===== src/rtl/alu_sequencer_if.sv =====
// Board-side bundle for the ALU sequencer: shared switches, pushbutton,
// auto-mode enable, and the registered operand/result bus to the ALU and display.
//
// Signalling: there is no valid/ready handshake on this bus. btn_next is a raw
// asynchronous press (one sequencer step per rising edge). result_valid
// qualifies result_q: when it is 1, result_q belongs to the current
// alu_num1/alu_num2/alu_op/alu_shift settings. All sequencer outputs are registered.
interface alu_sequencer_if;
    logic [3:0] sw_data;
    logic [1:0] sw_op;
    logic       sw_shift1;
    logic       sw_shift2;
    logic       btn_next;
    logic       auto_en;
    logic [7:0] alu_result;
    logic [3:0] alu_num1;
    logic [3:0] alu_num2;
    logic [1:0] alu_op;
    logic       alu_shift1;
    logic       alu_shift2;
    logic [7:0] result_q;
    logic       result_valid;
    logic [2:0] state_code;

    // Sequencer side
    modport slave (
        input  sw_data, sw_op, sw_shift1, sw_shift2, btn_next, auto_en, alu_result,
        output alu_num1, alu_num2, alu_op, alu_shift1, alu_shift2,
               result_q, result_valid, state_code
    );

    // Board / ALU side
    modport master (
        output sw_data, sw_op, sw_shift1, sw_shift2, btn_next, auto_en, alu_result,
        input  alu_num1, alu_num2, alu_op, alu_shift1, alu_shift2,
               result_q, result_valid, state_code
    );
endinterface


===== src/rtl/alu_sequencer.sv =====
// Button-driven sequencer for the 4-bit ALU: captures operand A, operand B and
// the op/shift settings on successive presses, runs one execution cycle, and
// holds the result. In auto mode it steps alu_op every TICK_DIV+1 cycles.
module alu_sequencer #(
    parameter int TICK_DIV = 50000000,
    parameter int CNT_W    = 26
) (
    input  logic          clk,
    input  logic          rst_n,
    alu_sequencer_if.slave bus
);

    localparam logic [2:0] S_A    = 3'd0;
    localparam logic [2:0] S_B    = 3'd1;
    localparam logic [2:0] S_OP   = 3'd2;
    localparam logic [2:0] S_EXEC = 3'd3;
    localparam logic [2:0] S_HOLD = 3'd4;

    localparam logic [CNT_W-1:0] TICK_LAST = CNT_W'(TICK_DIV - 1);

    logic             sync1_q, sync2_q, sync3_q;
    logic             btn_pulse;
    logic [2:0]       state_q, state_d;
    logic [3:0]       num1_q, num1_d;
    logic [3:0]       num2_q, num2_d;
    logic [1:0]       op_q, op_d;
    logic             sh1_q, sh1_d;
    logic             sh2_q, sh2_d;
    logic [7:0]       res_q, res_d;
    logic             valid_q, valid_d;
    logic [CNT_W-1:0] cnt_q, cnt_d;

    // Two-flop synchroniser for the raw button plus one delay flop for edge detection
    always_ff @(posedge clk or negedge rst_n) begin
        if (!rst_n) begin
            sync1_q <= 1'b0;
            sync2_q <= 1'b0;
            sync3_q <= 1'b0;
        end else begin
            sync1_q <= bus.btn_next;
            sync2_q <= sync1_q;
            sync3_q <= sync2_q;
        end
    end

    // One-cycle pulse per press; a held button does not repeat
    assign btn_pulse = sync2_q & ~sync3_q;

    // Next-state and capture logic; the tick counter only runs in S_HOLD with auto_en
    always_comb begin
        state_d = state_q;
        num1_d  = num1_q;
        num2_d  = num2_q;
        op_d    = op_q;
        sh1_d   = sh1_q;
        sh2_d   = sh2_q;
        res_d   = res_q;
        valid_d = valid_q;
        cnt_d   = '0;
        case (state_q)
            S_A: begin
                if (btn_pulse) begin
                    num1_d  = bus.sw_data;
                    state_d = S_B;
                end
            end
            S_B: begin
                if (btn_pulse) begin
                    num2_d  = bus.sw_data;
                    state_d = S_OP;
                end
            end
            S_OP: begin
                if (btn_pulse) begin
                    op_d    = bus.sw_op;
                    sh1_d   = bus.sw_shift1;
                    sh2_d   = bus.sw_shift2;
                    state_d = S_EXEC;
                end
            end
            S_EXEC: begin
                // ALU inputs were registered a cycle ago, so alu_result is settled
                res_d   = bus.alu_result;
                valid_d = 1'b1;
                state_d = S_HOLD;
            end
            S_HOLD: begin
                if (bus.auto_en) begin
                    if (cnt_q == TICK_LAST) begin
                        op_d    = op_q + 2'd1;
                        state_d = S_EXEC;
                    end else begin
                        cnt_d = cnt_q + CNT_W'(1);
                    end
                end else if (btn_pulse) begin
                    valid_d = 1'b0;
                    state_d = S_A;
                end
            end
            default: begin
                state_d = S_A;
            end
        endcase
    end

    // Sequencer state and output registers
    always_ff @(posedge clk or negedge rst_n) begin
        if (!rst_n) begin
            state_q <= S_A;
            num1_q  <= '0;
            num2_q  <= '0;
            op_q    <= '0;
            sh1_q   <= 1'b0;
            sh2_q   <= 1'b0;
            res_q   <= '0;
            valid_q <= 1'b0;
            cnt_q   <= '0;
        end else begin
            state_q <= state_d;
            num1_q  <= num1_d;
            num2_q  <= num2_d;
            op_q    <= op_d;
            sh1_q   <= sh1_d;
            sh2_q   <= sh2_d;
            res_q   <= res_d;
            valid_q <= valid_d;
            cnt_q   <= cnt_d;
        end
    end

    assign bus.alu_num1     = num1_q;
    assign bus.alu_num2     = num2_q;
    assign bus.alu_op       = op_q;
    assign bus.alu_shift1   = sh1_q;
    assign bus.alu_shift2   = sh2_q;
    assign bus.result_q     = res_q;
    assign bus.result_valid = valid_q;
    assign bus.state_code   = state_q;

endmodule


===== src/flat_wrapper.sv =====
// flat-port wrapper written by rule: the top's interface ports become plain ports
module alu_sequencer_flat 
#(
    parameter int TICK_DIV = 50000000,
    parameter int CNT_W    = 26
)
  (clk, rst_n, bus_sw_data, bus_sw_op, bus_sw_shift1, bus_sw_shift2, bus_btn_next, bus_auto_en, bus_alu_result, bus_alu_num1, bus_alu_num2, bus_alu_op, bus_alu_shift1, bus_alu_shift2, bus_result_q, bus_result_valid, bus_state_code);
  alu_sequencer_if bus_i ();
  input  logic clk;
  input  logic rst_n;
  input wire logic [$bits(bus_i.sw_data)-1:0] bus_sw_data;
  input wire logic [$bits(bus_i.sw_op)-1:0] bus_sw_op;
  input wire logic [$bits(bus_i.sw_shift1)-1:0] bus_sw_shift1;
  input wire logic [$bits(bus_i.sw_shift2)-1:0] bus_sw_shift2;
  input wire logic [$bits(bus_i.btn_next)-1:0] bus_btn_next;
  input wire logic [$bits(bus_i.auto_en)-1:0] bus_auto_en;
  input wire logic [$bits(bus_i.alu_result)-1:0] bus_alu_result;
  output wire logic [$bits(bus_i.alu_num1)-1:0] bus_alu_num1;
  output wire logic [$bits(bus_i.alu_num2)-1:0] bus_alu_num2;
  output wire logic [$bits(bus_i.alu_op)-1:0] bus_alu_op;
  output wire logic [$bits(bus_i.alu_shift1)-1:0] bus_alu_shift1;
  output wire logic [$bits(bus_i.alu_shift2)-1:0] bus_alu_shift2;
  output wire logic [$bits(bus_i.result_q)-1:0] bus_result_q;
  output wire logic [$bits(bus_i.result_valid)-1:0] bus_result_valid;
  output wire logic [$bits(bus_i.state_code)-1:0] bus_state_code;
  assign bus_i.sw_data = bus_sw_data;
  assign bus_i.sw_op = bus_sw_op;
  assign bus_i.sw_shift1 = bus_sw_shift1;
  assign bus_i.sw_shift2 = bus_sw_shift2;
  assign bus_i.btn_next = bus_btn_next;
  assign bus_i.auto_en = bus_auto_en;
  assign bus_i.alu_result = bus_alu_result;
  assign bus_alu_num1 = bus_i.alu_num1;
  assign bus_alu_num2 = bus_i.alu_num2;
  assign bus_alu_op = bus_i.alu_op;
  assign bus_alu_shift1 = bus_i.alu_shift1;
  assign bus_alu_shift2 = bus_i.alu_shift2;
  assign bus_result_q = bus_i.result_q;
  assign bus_result_valid = bus_i.result_valid;
  assign bus_state_code = bus_i.state_code;
  alu_sequencer #(.TICK_DIV(TICK_DIV), .CNT_W(CNT_W)) u_core (.clk(clk), .rst_n(rst_n), .bus(bus_i));
endmodule

===== config.mk =====
export PLATFORM = sky130hd
export DESIGN_NAME = alu_sequencer_flat
export DESIGN_NICKNAME = d
export VERILOG_FILES = /design/src/rtl/alu_sequencer_if.sv /design/src/rtl/alu_sequencer.sv /design/src/flat_wrapper.sv
export SDC_FILE = /design/constraint.sdc
export NUM_CORES = 1
export LEC_CHECK = 0
export BUFFER_PORTS_ARGS = -buffer_cell sky130_fd_sc_hd__buf_2
export CAP_MARGIN = 30
export CORE_UTILIZATION = 50
export CTS_BUF_LIST = sky130_fd_sc_hd__clkbuf_2
export DETAILED_ROUTE_END_ITERATION = 10
export HOLD_SLACK_MARGIN = 0.15
export PLACE_DENSITY = 0.77
export RECOVER_POWER = 50
export REMOVE_ABC_BUFFERS = 1
export SLEW_MARGIN = 20
export SYNTH_ARGS = -nofsm -noshare
export SYNTH_HDL_FRONTEND = slang
export SYNTH_SLANG_ARGS = --single-unit

===== constraint.sdc =====
create_clock -name clk -period 2.4 [get_ports clk]
set_clock_uncertainty 0.15 [all_clocks]
set_input_delay 0.12 -clock clk [delete_from_list [all_inputs] [get_ports clk]]
set_output_delay 0.12 -clock clk [all_outputs]
set_load 0.005 [all_outputs]

==> results of run 1 <==
## metal layers
metal	routed length (um)	vias to the layer above
met5	0	-
met4	74	0
met3	160	7
met2	2620	36
met1	2378	972
li1	-	1003
## area by class of cell
type	instances	area share
Multi-Input combinational cell	165	0.3662
Tap cell	67	0.02720
Inverter	6	0.007308
Clock inverter	3	0.007308
Timing Repair Buffer	71	0.1535
Sequential cell	53	0.4304
Clock buffer	5	0.008120
## where the power goes
| part | leakage [nW] | switching, W | internal (W) | total [W] |
|---|---|---|---|---|
| logic | 0.546 | 0.000298 | 0.000392 | 0.000690 |
| registers | 0.680 | 0.000140 | 0.00110 | 0.00124 |
| clock network | 0.0329 | 0.000287 | 0.0000748 | 0.000362 |
## repair_timing
item                                   4_1_cts  5_1_grt
hold buffers                                22        0
resized for setup                            0        1
setup endpoints to repair                    0       26
buffers inserted                             0        1
endpoints found under the hold margin       80        0
## flip-flops by register name (all words and copies together), names as in the netlist
signal,cells
u_core.cnt_q,26
u_core.bus.result_q,8
u_core.bus.alu_num1,4
u_core.bus.alu_num2,4
u_core.bus.state_code,3
u_core.bus.alu_op,2
u_core.bus.alu_shift1,1
u_core.bus.alu_shift2,1
u_core.bus.result_valid,1
u_core.sync1_q,1
u_core.sync2_q,1
u_core.sync3_q,1
## synthesized netlist by cell type, drive strengths merged, types with 2 or more instances
library cell and instances:
a21oi 16, and4 3, buf 4, clkbuf 3, dfrtp 53, inv 6, mux2 19, nand2 16
nand3 10, nand3b 3, nand4 6, nand4bb 2, nor2 17, nor2b 3, nor3 9, nor4 4
o21ai 3, o22ai 2, o31ai 11, or2 4, or4 12, xnor2 5, xor2 6
## kinds of logic (layout without fill, tap and decap cells)
group,count (synthesis),count (layout)
muxes,20,20
and+or+nand+nor,96,96
DFF,53,53
adders and majority gates,1,1
xor gates and xnor gates,11,11
AOI/OAI and AO/OA,37,37
buffers and inverters,13,85
## per-stage QoR
step | setup WS, ns | power (W) | hold WS (ns) | instances | util
after global routing | 0.1134 | 0.002452 | 0.2283 | 370 | 0.6439
after floorplan | 0.06472 | 0.001596 | -0.3256 | 224 | -
after CTS | 0.1168 | 0.002322 | 0.2399 | 369 | 0.6478
after global placement | 0.2294 | 0.001900 | 0.06462 | 339 | 0.5898
after detailed placement | 0.1728 | 0.001934 | 0.06245 | 339 | 0.5898
final | 0.2208 | 0.002288 | 0.2370 | 370 | 0.6439
## worst paths after layout
kind / startpoint / endpoint / slack [ns] / cells past startpoint
max in group asynchronous: rst_n / u_core.cnt_q[21]$_DFF_PN0_ / 0.44 / 4
min in group asynchronous: rst_n / u_core.bus.result_q[3]$_DFFE_PN0N_ / 0.92 / 4
hold reg to reg: u_core.sync1_q$_DFF_PN0_ / u_core.sync2_q$_DFF_PN0_ / 0.24 / 0
hold / removal: u_core.sync1_q$_DFF_PN0_ / u_core.sync2_q$_DFF_PN0_ / 0.24 / 0
setup reg to reg: u_core.cnt_q[12]$_DFF_PN0_ / u_core.cnt_q[25]$_DFF_PN0_ / 0.22 / 4
setup / recovery: u_core.cnt_q[12]$_DFF_PN0_ / u_core.cnt_q[25]$_DFF_PN0_ / 0.22 / 4
==> results.ini, run 1 <==
[run_status]
status = finished, final reports clean

[place]
dpl_cell_area_sq_mm = 0.002823
gp_congestion = 0.7714
port_buffers = 43
hpwlAfterDp_mm = 3.463

[floorplanning]
row_count = 25
die_w_um = 72.94
start_util = 0.5258
die_h_um = 72.94
die_area_sq_mm = 0.005320
io_pins = 44
coreArea_sq_mm = 0.004786

[synthesis]
synth-adder-area-share = 0.004973
synth_ff_type = dfrtp_1
ys_seq_area_frac = 0.5271
syn-mean-instance-area_sq_um = 10.89
synth_compound_area_frac = 0.09448
yosys_warnings = 0
ys_ff_latch = 53
synth.area.mux_share = 0.08901
synth_cell_types = 43
synth_cells = 231
async_reset_ff_frac = 1.000
synth_top_area_share = 0.5271
yosys.area.top_type = dfrtp_1
synth_top_family_by_area = simple AND/OR/NAND/NOR gates
synthXorXnorAreaFrac = 0.03829
synth-edff-count = 0
syn-cell-area_sq_mm = 0.002516
synth_area_leaders = dfrtp_1 (53%), mux2_2 (8.5%), o31ai_1 (3.3%)
synth-simple-area-share = 0.2203

[detailed_routing]
routed_wl_mm = 5.234
detail_route.first_pass.iterations = 4
routed_via_density = 5.454
antenna_left = 0
wl_per_cell_um = 14.15
drcViolationCount = 0
drtIter0Drc = 140
via_count = 2018

[critical_path]
path_class = reg2reg
cp_num_buf_inv = 0
start_kind = register
endpoint_kind = register
cp_data_arrival_time_ns = 2.42
crit_path_top_delay_cell = or4_4
crit_family = simple AND/OR/NAND/NOR gates
worstPathMaxFanout = 14
path_cells = nand3_1 -> or4_4 -> or4_1 -> a21oi_1
slowest_delay_ns = 0.64
cp.required_ns = 2.64

[global_routing]
grtUsageMet1 = 0.2707
grt_max_degree = 30
first_global_vias = 1838
grt_busiest_layer = met2
overflow = 0
grt_pass1_wl_mm = 8.418
track_usage = 0.2094
use_met2 = 0.3479
antenna_found_initial = 0
use_met3 = 0.03729

[timing]
setup_viol = 0
relSlewSlack = 0.1418
final.period_utilization = 0.9080
fmax_mhz = 458.9
worstMarginPinSlew_ns = 1.287
rsz0062_at_grt = no
finalCriticalPeriod_ns = 2.179
final.setup.tns_ns = 0
slew_viol_final = 0
hold_violations = 0

[clock_network]
cts_sinks = 53
clkTransAtPathRegs_ns = 0.27
cts_root_buf = clkbuf_2
cts_tree = done
clock_latency_ns = 0.44
h-tree-depth = 2
clockBufferDepth = 2
cts_made_buffers = 5

[finish]
stdcell_area_sq_mm = 0.003082
syn2layout_area_growth_pct = 22.48
final-seq-area_sq_mm = 0.001326
nets = 323
diodes = 0
drive_above_1_share = 0.2706
multi_input_area_sq_mm = 0.001129
layout_commonest_cell = dfrtp_1
n_fill_cell = 390
layout_common_cells = dfrtp_1 (53), buf_2 (38), dlygate4sd3_1 (21)

[job]
maxCapViolCount = 0

[pwr]
power.density_mw_per_mm2 = 742.6
vdd_drop_max_uv = 480.2
leakagePower_nw = 1.258

[min_path]
hp-class = reg2reg

No activity file was read; power rests on OpenSTA's default activity.
==> run 2, diff against run 1 <==
Settings changed: CORE_MARGIN set to 10, CORE_UTILIZATION 50 to 25, PLACE_DENSITY 0.77 to 0.47.
==> run 2 against run 1 <==
Net effect: count of clock-buffer cells in the layout up 1; final area up 3.1%; total power up 0.40%; worst setup slack better by 0.0053 ns; clock power down 1%; non-clock buffer count unchanged.
==> results.ini, run 2 (synthesis results as in run 1) <==
[finish]
syn2layout_area_growth_pct = 26.31
stdcell_area_sq_mm = 0.003178
largest_reg_flops = 26
layout_commonest_cell = dfrtp_1
regMostFlops = u_core.cnt_q
drive_above_1_share = 0.2574
layout_common_cells = dfrtp_1 (53), buf_2 (35), dlygate4sd3_1 (21)
nets = 323

[floorplanning]
die_w_um = 120.3
coreArea_sq_mm = 0.009774
die_h_um = 120.3
die_area_sq_mm = 0.01448
io_pins = 44
row_count = 36
start_util = 0.2574

[clock_network]
cts-resized-gates = 0
post_cts_buffers = 0
clock_latency_ns = 0.44
cts_sinks = 53
cts_made_buffers = 5
cts-hold-fix-buffers = 22
cts_tree = done
h-tree-depth = 2
clkTransAtPathRegs_ns = 0.26
clockBufferDepth = 2
cts_root_buf = clkbuf_2

[min_path]
hold_depth = 0
hp-class = reg2reg

[detailed_routing]
antenna_left = 0
drtIter0Drc = 64
routed_via_density = 4.581
via_count = 2002
drcViolationCount = 0
detail_route.first_pass.iterations = 4
routed_wl_mm = 5.870
wl_per_cell_um = 13.43

[global_routing]
overflow = 0
first_global_vias = 2077
grt_pass1_wl_mm = 10.12
antenna_found_initial = 0
track_usage = 0.08337
grt_max_degree = 29

[timing]
relSlewSlack = 0.1576
setup_viol = 0
final.period_utilization = 0.9058
slew_viol_final = 0
rsz0062_at_grt = no
finalCriticalPeriod_ns = 2.174
hold_violations = 0
worstMarginPinSlew_ns = 1.261
fmax_mhz = 460.0
final.setup.tns_ns = 0

[pwr]
vdd_drop_max_uv = 238.6
power.density_mw_per_mm2 = 723.0
leakagePower_nw = 1.262

[critical_path]
cp_data_arrival_time_ns = 2.40
path_class = reg2reg
worstPathMaxFanout = 9
cp.required_ns = 2.63
r2r_cells = 5
start_kind = register
endpoint_kind = register

[place]
gp_congestion = 0.7323
port_buffers = 43
hpwlAfterDp_mm = 4.119
dpl_cell_area_sq_mm = 0.002925

[job]
maxCapViolCount = 0

[run_status]
status = finished, final reports clean

==> run 2: layer usage <==
layer  part of all wire  wire length, um  vias up  global-route usage
li1                   -                -      999                   -
met3              0.024              141        6             0.01629
met2               0.51             2994       19              0.1396
met4              0.015               87        0             0.03017
met1               0.45             2645      978              0.1043
met5                  0                0        -                   0
==> run 2: worst max-delay path, cell delays in order (launching register included) <==
cell	delay (ns)
dfrtp_1	0.46
ha_1	0.20
nand2_1	0.09
or4_1	0.67
or3_1	0.40
a21oi_1	0.16
==> run 2: cell type report <==
| type | count | area (sq um) |
|---|---|---|
| Fill cell | 1019 | 6596 |
| Sequential cell | 53 | 1326 |
| Multi-Input combinational cell | 165 | 1125 |
| Timing Repair Buffer | 71 | 490.5 |
| Tap cell | 133 | 166.4 |
| Clock buffer | 6 | 30.03 |
| Inverter | 6 | 22.52 |
| Clock inverter | 2 | 15.01 |
| Antenna cell | 1 | 2.502 |
==> run 2: per-stage QoR <==
stage / worst slack [ns] / power, W / utilization / hold slack (ns) / cells
finish: 0.2261 / 0.002298 / 0.3251 / 0.2366 / 437
floorplan: 0.06472 / 0.001596 / - / -0.3256 / 224
CTS: 0.2350 / 0.002366 / 0.3274 / 0.2276 / 436
detailed placement: 0.2694 / 0.001966 / 0.2993 / 0.02548 / 406
global placement: 0.2645 / 0.001952 / 0.2993 / 0.02643 / 406
global route: 0.1305 / 0.002487 / 0.3249 / 0.2104 / 436
==> run 2: path summary, 6_finish.rpt <==
kind / start / endpoint / slack [ns]
worst max-delay path: u_core.cnt_q[0]$_DFF_PN0_ / u_core.cnt_q[24]$_DFF_PN0_ / 0.23
worst min-delay path: u_core.sync1_q$_DFF_PN0_ / u_core.sync2_q$_DFF_PN0_ / 0.24
worst max register to register: u_core.cnt_q[0]$_DFF_PN0_ / u_core.cnt_q[24]$_DFF_PN0_ / 0.23
worst min register to register: u_core.sync1_q$_DFF_PN0_ / u_core.sync2_q$_DFF_PN0_ / 0.24
max in group asynchronous: rst_n / u_core.cnt_q[8]$_DFF_PN0_ / 0.39
min in group asynchronous: rst_n / u_core.bus.alu_num2[3]$_DFFE_PN0P_ / 0.95
==> run 2: report_power, final <==
group | internal (W) | switching [W] | leakage, nW | total, W
Clock | 0.0000750 | 0.000283 | 0.0252 | 0.000358
Combinational | 0.000389 | 0.000314 | 0.557 | 0.000704
Sequential | 0.00110 | 0.000140 | 0.680 | 0.00124
Total | 0.00156 | 0.000737 | 1.26 | 0.00230
==> run 3, diff against run 2 <==
Clock period 2.4 ns to 2.21 ns, I/O delays scaled along.
==> run 3 against run 2 <==
Net effect: first-iteration DRC count increased by 36%; clock power grew 45%; non-clock buffer count up 2; fmax up 4.6%; routed wire length rose by 0.85%; worst setup slack got worse by 0.094 ns; count of clock-buffer cells in the layout unchanged; hold slack better by 0.0032 ns; die area unchanged; critical path depth is the same; critical path type unchanged.
==> results.ini, run 3 (synthesis results as in run 1) <==
[critical_path]
start_kind = register
cp.required_ns = 2.46
reg2reg_slack_ns = 0.13
endpoint_kind = register
cp-endpoint = u_core.cnt_q[25]$_DFF_PN0_
startpoint = u_core.cnt_q[2]$_DFF_PN0_
path_class = reg2reg
r2r-start = u_core.cnt_q[2]$_DFF_PN0_
r2r_cells = 5
timing.rr.end = u_core.cnt_q[25]$_DFF_PN0_
cp_data_arrival_time_ns = 2.32
worstPathMaxFanout = 15

[timing]
hold-worst-slack_ns = 0.2398
fmax_mhz = 481.2
relSlewSlack = 0.1810
hold_violations = 0
final.period_utilization = 0.9404
final.setup.tns_ns = 0
slew_viol_final = 0
rsz0062_at_grt = no
finalCriticalPeriod_ns = 2.078
worstMarginPinSlew_ns = 1.229
setup_viol = 0

[clock_network]
cts_made_buffers = 5
clockBufferDepth = 2
clkTransAtPathRegs_ns = 0.29
cts_root_buf = clkbuf_2
post_cts_buffers = 0
cts_sinks = 53
clock_latency_ns = 0.45
h-tree-depth = 2
cts_tree = done

[detailed_routing]
drtIter0Drc = 87
drcViolationCount = 0
detail_route.first_pass.iterations = 4
routed_wl_mm = 5.920
wl_per_cell_um = 13.52
routed_via_density = 4.507
via_count = 1974
antenna_left = 0

[floorplanning]
die_area_sq_mm = 0.01448
die_w_um = 120.3
die_h_um = 120.3
io_pins = 44
row_count = 36
start_util = 0.2574
coreArea_sq_mm = 0.009774

[global_routing]
first_global_vias = 2069
overflow = 0
track_usage = 0.08606
grt_pass1_wl_mm = 10.46
grt_max_degree = 32
antenna_found_initial = 0

[pwr]
power.density_mw_per_mm2 = 809.7
leakagePower_nw = 1.242
fin_total_pwr_w = 0.002599
vdd_drop_max_uv = 278.1

[finish]
drive_above_1_share = 0.2393
layout_common_cells = dfrtp_1 (51), buf_2 (25), dlygate4sd3_1 (22)
final_util = 0.3283
n_fill_cell = 1024
nets = 325
regMostFlops = u_core.cnt_q
layout_commonest_cell = dfrtp_1
largest_reg_flops = 26
syn2layout_area_growth_pct = 27.55
diodes = 0

[run_status]
status = finished, final reports clean

[min_path]
hp-start = u_core.sync1_q$_DFF_PN0_
hp-class = reg2reg

[job]
maxCapViolCount = 0

[place]
gp_congestion = 0.7691
port_buffers = 43
hpwlAfterDp_mm = 4.247

## run 3: cell types whose count changed in the layout (fill, tap and decap cells not counted), sizes merged
cell,previous run,this run
dlymetal6s2s,1,0
bufinv,0,1
clkinvlp,2,0
clkbuf,14,24
dlygate4sd3,21,22
buf,40,33
clkinv,0,1
dlymetal6s4s,1,0
diode,1,0
## run 3: critical path, stage by stage, from the launching register on
cell and delay [ns]:
dfrtp_1 0.50, nand4_2 0.14, buf_4 0.17, or2_2 0.41
or4_1 0.50, a21oi_1 0.15
## run 3: worst min-delay path by stage
stage,endpoint,slack (ns),depth (start not counted)
global route,u_core.bus.alu_shift2$_DFFE_PN0P_,0.19,3
CTS,u_core.bus.result_q[7]$_DFFE_PN0N_,0.22,3
floorplan,u_core.bus.alu_num1[0]$_DFFE_PN0P_,-0.34,0
finish,u_core.sync2_q$_DFF_PN0_,0.24,0
global placement,u_core.bus.alu_num1[1]$_DFFE_PN0P_,-0.01,1
detailed placement,u_core.bus.alu_num2[1]$_DFFE_PN0P_,-0.007,1
## run 3: layer usage
metal / GRT usage / share of wire
met4: 0.02715 / 0.015
met3: 0.01582 / 0.019
met5: 0 / 0
met2: 0.1431 / 0.51
met1: 0.1106 / 0.45
## run 3: where the power goes
group          total [W]  internal, W  switching [W]
Sequential       0.00135      0.00119       0.000156
Clock           0.000519     0.000198       0.000321
Combinational   0.000732     0.000400       0.000333
Total            0.00260      0.00179       0.000810
## run 3: timing repair
action | 4_1_cts | 5_1_grt
gates resized for setup | 0 | 3
hold buffers | 22 | 1
hold endpoints to repair | 80 | 22
setup endpoints to repair | 0 | 26
## run 3: area by class of cell
cell class                 count  area [sq um]  share of cell area
inverter                       6         22.52            0.007018
clock buffer                   6         30.03            0.009357
tap                          133         166.4             0.05185
timing repair buffer          73         494.2              0.1540
clock inverter                 2         38.79             0.01209
sequential                    53          1329              0.4140
multi-input combinational    165          1129              0.3517
## run 3: through the flow
step	std cells	area, sq um	setup slack [ns]
6_report	438	3209	0.1318
5_1_grt	438	3209	0.001572
4_1_cts	437	3222	0.04837
3_5_place_dp	407	2933	0.07695
3_3_place_gp	407	2933	0.1069
2_1_floorplan	224	2474	-0.1253
